<file path="src/rtl/cnt_run_pkg.sv">
// Shared types and constants for the cnt_run_arb counter-sharing controller.
package cnt_run_pkg;

  localparam int NREQ      = 2;
  localparam int WIDTH_DEF = 3;

  typedef enum logic [1:0] {
    IDLE = 2'd0,
    RUN  = 2'd1,
    DONE = 2'd2
  } state_e;

endpackage

</file>
<file path="src/rtl/upcnt_core.sv">
// WIDTH-bit synchronous up counter; clr has priority over en.
module upcnt_core #(
  parameter int WIDTH = 3
) (
  input  logic             clk,
  input  logic             clr,
  input  logic             en,
  output logic [WIDTH-1:0] count_out
);

  logic [WIDTH-1:0] count_q;

  always_ff @(posedge clk) begin
    if (clr) begin
      count_q <= '0;
    end else if (en) begin
      count_q <= count_q + 1'b1;
    end
  end

  assign count_out = count_q;

endmodule

</file>
<file path="src/rtl/cnt_run_arb.sv">
// Two-requester arbiter sharing one run timer; round-robin by default,
// fixed priority to requester 0 when CNT_RUN_FIXED_PRIO_EN is defined.
module cnt_run_arb
  import cnt_run_pkg::*;
#(
  parameter int WIDTH = WIDTH_DEF
) (
  input  logic             clk,
  input  logic             reset,
  input  logic [NREQ-1:0]  req,
  input  logic [WIDTH-1:0] len0,
  input  logic [WIDTH-1:0] len1,
  output logic [NREQ-1:0]  gnt,
  output logic [NREQ-1:0]  done,
  output logic             busy,
  output logic [WIDTH-1:0] count_out
);

  state_e           state_q, state_d;
  logic             win_q, win_d;
  logic [WIDTH-1:0] tgt_q, tgt_d;
  logic             pick;
  logic             cnt_clr;
  logic             cnt_en;

`ifdef CNT_RUN_FIXED_PRIO_EN
  assign pick = ~req[0];
`else
  logic last_q, last_d;

  // On a conflict the requester not served last wins.
  assign pick = (req == 2'b11) ? ~last_q : req[1];
`endif

  always_ff @(posedge clk) begin
    if (reset) begin
      state_q <= IDLE;
`ifndef CNT_RUN_FIXED_PRIO_EN
      last_q  <= 1'b1;
`endif
    end else begin
      state_q <= state_d;
`ifndef CNT_RUN_FIXED_PRIO_EN
      last_q  <= last_d;
`endif
    end
    win_q <= win_d;
    tgt_q <= tgt_d;
  end

  always_comb begin
    state_d = state_q;
    win_d   = win_q;
    tgt_d   = tgt_q;
`ifndef CNT_RUN_FIXED_PRIO_EN
    last_d  = last_q;
`endif
    cnt_clr = 1'b1;
    cnt_en  = 1'b0;
    case (state_q)
      IDLE: begin
        if (req != '0) begin
          state_d = RUN;
          win_d   = pick;
          tgt_d   = pick ? len1 : len0;
        end
      end
      RUN: begin
        // A dropped request aborts even when the terminal count is reached.
        if (!req[win_q]) begin
          state_d = IDLE;
        end else if (count_out == tgt_q) begin
          state_d = DONE;
`ifndef CNT_RUN_FIXED_PRIO_EN
          last_d  = win_q;
`endif
        end else begin
          cnt_clr = 1'b0;
          cnt_en  = 1'b1;
        end
      end
      DONE:    state_d = IDLE;
      default: state_d = IDLE;
    endcase
    if (reset) begin
      cnt_clr = 1'b1;
    end
  end

  always_comb begin
    gnt  = '0;
    done = '0;
    busy = 1'b0;
    case (state_q)
      RUN: begin
        gnt[win_q] = 1'b1;
        busy       = 1'b1;
      end
      DONE: begin
        done[win_q] = 1'b1;
        busy        = 1'b1;
      end
      default: ;
    endcase
  end

  upcnt_core #(
    .WIDTH(WIDTH)
  ) u_cnt (
    .clk      (clk),
    .clr      (cnt_clr),
    .en       (cnt_en),
    .count_out(count_out)
  );

endmodule

</file>
<file path="config.mk">
export PLATFORM = sky130hd
export DESIGN_NAME = cnt_run_arb
export DESIGN_NICKNAME = d
export VERILOG_FILES = /design/src/rtl/cnt_run_pkg.sv /design/src/rtl/upcnt_core.sv /design/src/rtl/cnt_run_arb.sv
export SDC_FILE = /design/constraint.sdc
export NUM_CORES = 1
export LEC_CHECK = 0
export ABC_CLOCK_PERIOD_IN_PS = 3600
export BUFFER_PORTS_ARGS = -buffer_cell sky130_fd_sc_hd__buf_2
export CAP_MARGIN = 0
export CORE_AREA = 10 10 47 49
export CTS_CLUSTER_SIZE = 12
export DETAILED_ROUTE_END_ITERATION = 10
export DIE_AREA = 0 0 57 59
export MAX_ROUTING_LAYER = met4
export PLACE_DENSITY = 0.66
export SLEW_MARGIN = 40
export SYNTH_ARGS = -nofsm -noshare
export SYNTH_HDL_FRONTEND = slang
export SYNTH_SLANG_ARGS = --single-unit
</file>
<file path="constraint.sdc">
create_clock -name clk -period 3.6 [get_ports clk]
set_input_delay 0.72 -clock clk [delete_from_list [all_inputs] [get_ports clk]]
set_output_delay 0.72 -clock clk [all_outputs]
set_load 0.01 [all_outputs]
</file>
==> reports/results.txt <==
Final ANT Viol Nets: 0
Fin cells: 85
Setup TNS: 0 ns
Crit. End Element: output port
Startpoint Class: flop
Total CTS buffers: 3
Worst endpoint required time: 2.88 ns
Worst relative slew slack: 0.778
Worst Setup Path Type: reg -> out
Final core utilization: 0.479
Post-cts sizing count: 0
DRT Wirelength: 1100 um
Layout Nets: 84
Vias per Instance: 4.87
DR vias: 414
Number of global-route vias before repair: 470
Final Cell Area: 672 um2
GRT met2 Usage: 0.118
H-tree levels: 1
Synth cell types: 24
Detailed Place HPWL: 924 um
CTS Hold Bufs: 0
Grt peak-use layer: met2
Crit-path cells: inv_1 -> ha_1 -> and2b_2 -> buf_2
Mapped Area: 541 um2
Root Buffer: clkbuf_4
Worst vdd ir: 0.180 mV
Die Y: 59 um
Routing usage on met1: 0.0796
First-pass GRT wire length: 1970 um
Setup Fix Bufs, Post-CTS: 0
Tcrit/Tclk final: 0.545
Global route overflow: 0
Placed insts: 81
Share of post-route cells with drive strength above 1: 0.464
Clock Tree Buf Depth: 2
Fin. Hold Viols: 0
Placed instance area: 646 um2
Pin count of the biggest net entering global routing: 7
Crit path DAT: 1.24 ns
CP max stage cell: dfxtp_1
Net count after synthesis: 62
Sequential-to-total area share from yosys stat: 0.444
Max Cap Viol: 0
Clock Skew: 0.00133 ns
Setup violators final: 0
Number of I/O pins: 18
Iter 0 DRT Violations: 5
#FFs+latches synth: 10
Core Rows: 14
HP Class: reg -> reg
Synth Area per Inst: 11.3 um2
Initial antenna violation count: 0
Fillers: 160
CP max stage delay: 0.35 ns
Leak Pwr: 0.000328 uW
Unrepaired setup endpoints after global routing: false
Chip width: 57 um
First-pass DRT Iterations: 4
Fmax: 509 MHz
Clock Sinks: 10
Tmin final: 1.96 ns
Synth Instances: 48
CP max FO: 4
Worst-Skew Late Latency: 0.26 ns
M3 GR Usage: 0.0300
Gr usage total: 0.0764
CTS tree: built
Layout area overhead: 24.3%
Initial core utilization: 0.386
Clk slew on worst S/H paths: 0.06 ns
Die ar.: 3360 um2
ANT cells: 0
Least-Margin Pin Slew: 0.332 ns
Placer Congestion: 0.760
Synth warnings: 0
Input/output buffers: 17
Routed WL per cell: 12.9 um
Status: finished, final reports clean
Core area: 1400 um2
Power Density: 400 nW/um2
DRC: 0
Max Slew Vio Count: 0
-- worst paths after layout --
| path | startpoint | end | slack, ns | cells after the start |
|---|---|---|---|---|
| setup / recovery | state_q[1] | gnt[0] | 1.64 | 4 |
| hold reg to reg | state_q[1] | state_q[1] | 0.51 | 2 |
| hold / removal | state_q[1] | state_q[1] | 0.51 | 2 |
| setup reg to reg | win_q | last_q | 2.22 | 4 |
-- worst max-delay path, delay by kind of cell, from the launching register on --
kind	cells	cell delay (ns)
flip-flops	1	0.35
adder cells (fa/ha/maj)	1	0.23
buffers and inverters	2	0.20
AND/OR/NAND/NOR	1	0.20
-- area by class of cell --
class                      instances  area [um2]  share of cell area
tap                               16        20.0              0.0298
clock buffer                       4        26.3              0.0391
multi-input combinational         35         289               0.430
inverter                           3        11.3              0.0168
timing repair buffer              17        85.1               0.127
sequential                        10         240               0.358
-- cells in the final DEF (no fill, tap or decap) --
| cell | netlist | layout |
|---|---|---|
| and3_1 | 1 | 1 |
| nand2_2 | 1 | 1 |
| xnor2_1 | 1 | 1 |
| clkbuf_1 | 0 | 1 |
| o221a_1 | 1 | 1 |
| edfxtp_1 | 4 | 4 |
| mux2i_1 | 1 | 1 |
| nor2_1 | 5 | 5 |
| clkbuf_4 | 0 | 3 |
| ha_1 | 4 | 4 |
| a21oi_1 | 1 | 1 |
| inv_1 | 3 | 3 |
| o21a_1 | 1 | 1 |
| and2_2 | 3 | 3 |
| and2b_2 | 2 | 2 |
| dfxtp_1 | 6 | 6 |
| nor3_2 | 1 | 1 |
| mux2_4 | 1 | 1 |
| or3_1 | 1 | 1 |
| buf_2 | 0 | 17 |
| nor3b_1 | 1 | 1 |
| mux2_2 | 3 | 3 |
| a21boi_1 | 1 | 1 |
| o22a_2 | 1 | 1 |
| nand2_1 | 1 | 1 |
| xor2_1 | 3 | 3 |
| o21ai_1 | 1 | 1 |
-- report_power, final --
part | total [uW] | leakage [uW] | switching [uW] | internal (uW)
sequential | 135 | 0.0000885 | 6.61 | 128
combinational | 51.2 | 0.000225 | 25.1 | 26.1
clock | 82.5 | 0.0000150 | 39.6 | 42.9
-- per-stage QoR --
step / hold WS, ns / power, uW / setup slack [ns]
3_5_place_dp: 0.502 / 189 / 1.76
2_1_floorplan: 0.469 / 171 / 2.00
6_report: 0.508 / 269 / 1.64
3_3_place_gp: 0.464 / 187 / 1.81
4_1_cts: 0.511 / 274 / 1.62
5_1_grt: 0.554 / 290 / 1.54
-- cell usage after synthesis (all sizes together) --
cell type / instances / area [um2]
o21ai: 1 / 5.00
a21boi: 1 / 7.51
mux2i: 1 / 10.0
o221a: 1 / 11.3
o21a: 1 / 7.51
and2: 3 / 22.5
ha: 4 / 50.1
or3: 1 / 6.26
nor2: 5 / 18.8
and2b: 2 / 17.5
xor2: 3 / 26.3
xnor2: 1 / 8.76
o22a: 1 / 10.0
mux2: 4 / 48.8
and3: 1 / 6.26
edfxtp: 4 / 120
nand2: 2 / 10.0
inv: 3 / 11.3
nor3b: 1 / 7.51
dfxtp: 6 / 120
nor3: 1 / 10.0
a21oi: 1 / 5.00
-- state kept, by name, indices dropped and copies added, names as in the netlist --
signal	cells
u_cnt.count_out	3
win_q	1
last_q	1
tgt_q	3
state_q	2
-- per-layer routing --
layer / part of all wire / vias up / wire length [um]
met5: 0 / - / 0
met4: 0.035 / 0 / 38
met3: 0.047 / 4 / 52
met2: 0.51 / 15 / 558
met1: 0.41 / 189 / 448
li1: - / 206 / -
-- cells by family after synthesis --
kind of cell,after synthesis,share of synthesized area
XOR/XNOR,4,0.0648
multiplexers,5,0.109
buffers and inverters,3,0.0208
AND/OR/NAND/NOR,16,0.183
adder cells (fa/ha/maj),4,0.0926
AO/OA/AOI/OAI,6,0.0856
flip-flops,10,0.444
Power figures use the tool's default switching activity.
